`src/rtl/mem_loader.sv`:
```
// mem_loader: receives a length-prefixed little-endian byte stream and writes it
// word by word into instruction memory. While the load is running the core is
// held in reset, and it is released once the load completes without error.
module mem_loader #(
    parameter int          MAX_WORDS = 1024,
    parameter logic [63:0] BASE_ADDR = 64'h0
) (
    input  logic        clk,
    input  logic        rst,
    input  logic        start,
    input  logic        byte_valid,
    input  logic [7:0]  byte_data,
    output logic        byte_ready,
    output logic        mem_wr,
    output logic [63:0] mem_addr,
    output logic [31:0] mem_wdata,
    output logic        core_rst,
    output logic        done,
    output logic        err
);

    typedef enum logic [2:0] {
        IDLE  = 3'd0,
        LEN0  = 3'd1,
        LEN1  = 3'd2,
        DATA  = 3'd3,
        WRITE = 3'd4,
        DONE  = 3'd5,
        ERR   = 3'd6
    } state_t;

    localparam logic [31:0] MAX_WORDS_C = 32'(MAX_WORDS);

    state_t       state_r, state_s;
    logic [15:0]  len_r, len_s;
    logic [15:0]  word_idx_r, word_idx_s;
    logic [1:0]   byte_idx_r, byte_idx_s;
    logic [31:0]  word_r, word_s;
    logic [63:0]  addr_r, addr_s;
    logic         byte_ready_r, byte_ready_s;
    logic         mem_wr_r, mem_wr_s;
    logic         core_rst_r, core_rst_s;
    logic         done_r, done_s;
    logic         err_r, err_s;
    logic         hs_s;
    logic [31:0]  len_full_s;

    // Next-state, datapath and next-output computation for the load sequence.
    always_comb begin
        state_s    = state_r;
        len_s      = len_r;
        word_idx_s = word_idx_r;
        byte_idx_s = byte_idx_r;
        word_s     = word_r;
        addr_s     = addr_r;
        hs_s       = byte_valid & byte_ready_r;
        len_full_s = {16'h0000, byte_data, len_r[7:0]};

        case (state_r)
            IDLE, DONE, ERR: begin
                if (start) begin
                    state_s    = LEN0;
                    word_idx_s = 16'd0;
                    byte_idx_s = 2'd0;
                    word_s     = 32'd0;
                    addr_s     = BASE_ADDR;
                end else begin
                    state_s = state_r;
                end
            end
            LEN0: begin
                if (hs_s) begin
                    len_s[7:0] = byte_data;
                    state_s    = LEN1;
                end else begin
                    state_s = LEN0;
                end
            end
            LEN1: begin
                if (hs_s) begin
                    len_s[15:8] = byte_data;
                    if (len_full_s == 32'd0) begin
                        state_s = DONE;
                    end else if (len_full_s > MAX_WORDS_C) begin
                        state_s = ERR;
                    end else begin
                        state_s = DATA;
                    end
                end else begin
                    state_s = LEN1;
                end
            end
            DATA: begin
                if (hs_s) begin
                    // Little-endian assembly: byte k of the group lands in [8k+7:8k].
                    case (byte_idx_r)
                        2'd0:    word_s[7:0]   = byte_data;
                        2'd1:    word_s[15:8]  = byte_data;
                        2'd2:    word_s[23:16] = byte_data;
                        2'd3:    word_s[31:24] = byte_data;
                        default: word_s        = word_r;
                    endcase
                    byte_idx_s = byte_idx_r + 2'd1;
                    if (byte_idx_r == 2'd3) begin
                        state_s = WRITE;
                    end else begin
                        state_s = DATA;
                    end
                end else begin
                    state_s = DATA;
                end
            end
            WRITE: begin
                // Address advances after the write so it always tracks BASE_ADDR + 4*word_idx.
                word_idx_s = word_idx_r + 16'd1;
                addr_s     = addr_r + 64'd4;
                if (word_idx_s == len_r) begin
                    state_s = DONE;
                end else begin
                    state_s = DATA;
                end
            end
            default: begin
                state_s = IDLE;
            end
        endcase

        byte_ready_s = (state_s == LEN0) || (state_s == LEN1) || (state_s == DATA);
        mem_wr_s     = (state_s == WRITE);
        core_rst_s   = (state_s != DONE);
        done_s       = (state_s == DONE);
        err_s        = (state_s == ERR);
    end

    // State, datapath and registered-output update with asynchronous reset.
    always_ff @(posedge clk or negedge rst) begin
        if (!rst) begin
            state_r      <= IDLE;
            len_r        <= 16'd0;
            word_idx_r   <= 16'd0;
            byte_idx_r   <= 2'd0;
            word_r       <= 32'd0;
            addr_r       <= BASE_ADDR;
            byte_ready_r <= 1'b0;
            mem_wr_r     <= 1'b0;
            core_rst_r   <= 1'b1;
            done_r       <= 1'b0;
            err_r        <= 1'b0;
        end else begin
            state_r      <= state_s;
            len_r        <= len_s;
            word_idx_r   <= word_idx_s;
            byte_idx_r   <= byte_idx_s;
            word_r       <= word_s;
            addr_r       <= addr_s;
            byte_ready_r <= byte_ready_s;
            mem_wr_r     <= mem_wr_s;
            core_rst_r   <= core_rst_s;
            done_r       <= done_s;
            err_r        <= err_s;
        end
    end

    assign byte_ready = byte_ready_r;
    assign mem_wr     = mem_wr_r;
    assign mem_addr   = addr_r;
    assign mem_wdata  = word_r;
    assign core_rst   = core_rst_r;
    assign done       = done_r;
    assign err        = err_r;

endmodule

```
`config.mk`:
```
export PLATFORM = sky130hd
export DESIGN_NAME = mem_loader
export DESIGN_NICKNAME = d
export VERILOG_FILES = /design/src/rtl/mem_loader.sv
export SDC_FILE = /design/constraint.sdc
export NUM_CORES = 1
export LEC_CHECK = 0
export CAP_MARGIN = 0
export CORE_UTILIZATION = 40
export DETAILED_ROUTE_END_ITERATION = 8
export HOLD_SLACK_MARGIN = 0.05
export PLACE_DENSITY = 0.67
export SLEW_MARGIN = 25
export SYNTH_ARGS = -nofsm -noshare
export SYNTH_HDL_FRONTEND = slang
export SYNTH_SLANG_ARGS = --single-unit
```
`constraint.sdc`:
```
create_clock -name clk -period 2.85 [get_ports clk]
set_clock_uncertainty 0.05 [all_clocks]
set_input_delay 0.57 -clock clk [delete_from_list [all_inputs] [get_ports clk]]
set_output_delay 0.57 -clock clk [all_outputs]
set_load 0.005 [all_outputs]
```
==> flow_summary_export.csv <==
group,metric,value,unit
clock_network,clock_sinks,136,
synthesis,synth_seq_area_share,50.92,%
detailed_routing,drt_pass1_iterations,5,
cells_and_area,stdcell_count,1030,
outcome,status,"complete, no violations",
worst_setup_path,start_kind,"flop",
detailed_routing,wl,16910,µm
synthesis,synth_edf_count,0,
detailed_routing,viasPerCell,5.621,
worst_setup_path,worstSetupEndpointType,"flop",
clock_network,clock_path_buffers,2,
worst_setup_path,cp_slowest_cell,"or4_2",
sta,hold_viol,0,
clock_network,numCtsBuffers,17,
detailed_routing,via_count,5790,
worst_setup_path,path_buf_inv,0,
cells_and_area,mostFrequentLayoutCells,"dfrtp_1 (135), clkdlybuf4s50_1 (109), o21ai_0 (101)",
worst_setup_path,path_cells,"ha_1 -> nand3_4 -> or4_2 -> xnor2_1 -> or3_4 -> nor4_4 -> a21bo_2",
hold_path,hp-start,"mem_wdata[20]",
floorplanning,die_x,131.3,µm
sta,worst_pin_slew,0.9492,ns
pwr,powerDensity,755.6,nW/µm²
clock_network,cts_root_buffer,"clkbuf_16",
sta,slew_violations,0,
floorplanning,chipHeight,131.3,µm
grt,grt_max_degree,64,
cells_and_area,area_growth,30.24,%
worst_setup_path,crit_path_max_incr_delay,0.61,ns
worst_setup_path,reg2reg_from,"word_idx_r[1]",
worst_setup_path,crit_type,"reg -> reg",
placement,placed_cells,998,
worst_setup_path,crit_family,"simple AND/OR/NAND/NOR gates",
hold_path,min_path_type,"reg -> reg",
synthesis,yosysUniqueCellTypes,64,
worst_setup_path,cp_max_fo,5,
sta,rsz0062_at_grt,"false",
grt,grt_pass1_vias,5543,
floorplanning,row_count,46,
placement,portBuffers,110,
detailed_routing,antenna_left,0,
placement,gp_congestion,0.8300,
pwr,p_leak,3.603,nW
cells_and_area,layout_commonest_cell,"dfrtp_1",
sta,relSlewSlack,36.72,%
clock_network,cts_setup_buffers,0,
worst_setup_path,required,3.16,ns
synthesis,syn_inst,688,
sta,setup_viol,0,
synthesis,asyncSetResetFlopFracSynth,100.0,%
sta,fmax,379.1,MHz
cells_and_area,drive_above_1_share,10.20,%
worst_setup_path,worstPathArrival,2.95,ns
cells_and_area,nNetsFinal,820,
floorplanning,boundaryPins,113,
grt,grt_pass1_wl,28200,µm
detailed_routing,wl_per_cell,16.42,µm
sta,setup-tns-final,0,ns
floorplanning,initial_core_util,41.49,%
placement,dp_hpwl,11870,µm
sta,finalCritPeriodShare,92.55,%
clock_network,clkTransAtPathRegs,0.06,ns
detailed_routing,drt_iter0_markers,306,
pwr,peakVddDrop,0.5439,mV
flow_run,cap_violations,0,
sta,period_needed,2.638,ns
floorplanning,coreArea,16120,µm²
grt,antenna_found_initial,0,
synthesis,synth_area,6686,µm²
grt,grt_overflow,0,
clock_network,worstSkewPairLatency,0.42,ns
floorplanning,dieArea,17240,µm²
synthesis,syn_area_per_cell,9.719,µm²
grt,grt_usage,20.27,%
clock_network,tritoncts,"done",
cells_and_area,n_antenna_cell,0,
detailed_routing,drc,0,
synthesis,yosys_warnings,0,
clock_network,h-tree-depth,4,
worst_setup_path,startpoint,"word_idx_r[1]",
synthesis,synth-seq-cells,136,
synthesis,synth_flop_cell,"dfrtp_1",
==> cells in the mapped netlist (all sizes together), types with 5 or more instances <==
cell    instances  area [µm²]
clkbuf         23       87.58
buf            12       67.56
o31ai          22       165.2
and3           16       100.1
nor4            7       80.07
dfrtp         135        3378
and2            5       31.28
nand3          58       315.3
mux2           15       168.9
a31oi           6       37.54
nor2           30       112.6
mux2i           5       50.05
nand4          24       186.4
nor3            8       45.04
o21ai         102       510.5
nand2          94       352.8
o211ai         20       150.1
a21oi          15       75.07
and4            8       71.32
ha              6       75.07
xor2           12       105.1
inv            13       48.80
xnor2          11       96.34
==> worst reg2reg max path: stages (launching register included) <==
cell	delay, ns
dfrtp_1	0.42
ha_1	0.30
nand3_4	0.10
or4_2	0.61
xnor2_1	0.15
or3_4	0.34
nor4_4	0.41
a21bo_2	0.20
==> routing by layer <==
metal,wire [µm],up-vias,global-route usage [%]
met5,0,-,0
met4,254,0,7.106
met3,1005,23,5.478
met2,8070,169,32.59
met1,7578,2843,26.27
li1,-,2755,-
==> kinds of logic (layout without fill, tap and decap cells) <==
logic type      Yosys count  after routing  share of synthesized area [%]
simple gates            268            268                          21.63
buf+inv                  48            173                          3.050
compound gates          184            184                          16.45
fa+ha+maj                 7              7                          1.272
other cells               1              2                        0.05608
flops                   136            136                          50.92
mux                      20             20                          3.275
xor+xnor                 24             24                          3.349
==> final cells by class <==
| class | count | area, µm² |
|---|---|---|
| clock buffer | 22 | 464.2 |
| clock inverter | 9 | 147.6 |
| fill | 1419 | 7407 |
| inverter | 13 | 48.80 |
| multi-input combinational | 505 | 3100 |
| sequential | 136 | 3405 |
| tap | 216 | 270.3 |
| timing repair buffer | 129 | 1272 |
==> power breakdown <==
part | leakage [nW] | internal (mW) | total, mW | switching, mW
combinational | 1.46 | 0.796 | 1.73 | 0.930
clock | 0.300 | 1.50 | 2.30 | 0.800
sequential | 1.84 | 2.25 | 2.56 | 0.303
total | 3.60 | 4.55 | 6.58 | 2.03
==> through the flow <==
step	hold slack [ns]	util, %	setup WS (ns)	instance area (µm²)	power, mW
after detailed placement	0.4209	50.13	0.08218	8079	4.294
final	0.4284	54.04	0.2125	8708	6.580
after floorplan	0.2244	-	0.3424	6690	3.546
after CTS	0.4334	53.99	0.2048	8701	6.625
after global placement	0.4159	50.13	0.1319	8079	4.241
after global routing	0.4585	54.04	0.07255	8708	6.953
==> sequential cells by signal (all words and copies together) (netlist names) <==
| name | cells |
|---|---|
| word_idx_r | 16 |
| byte_ready | 1 |
| state_r | 3 |
| err | 1 |
| core_rst | 1 |
| byte_idx_r | 2 |
| done | 1 |
| mem_addr | 62 |
| len_r | 16 |
| mem_wdata | 32 |
| mem_wr | 1 |
==> final timing paths <==
| kind | end | slack (ns) | cells past startpoint |
|---|---|---|---|
| worst max register to register | state_r[2] | 0.21 | 7 |
| worst max-delay path | state_r[2] | 0.21 | 7 |
| worst min-delay path | mem_wdata[20] | 0.43 | 2 |
| worst min register to register | mem_wdata[20] | 0.43 | 2 |
| min in group asynchronous | mem_addr[48] | 0.63 | 2 |
| max in group asynchronous | mem_addr[37] | 1.40 | 3 |
==> timing repair <==
item	in CTS	in global routing
hold buffers	1	0
hold endpoints to repair	1	0
gates resized for setup	0	0
Note: power is estimated with default switching activity, not from simulation.
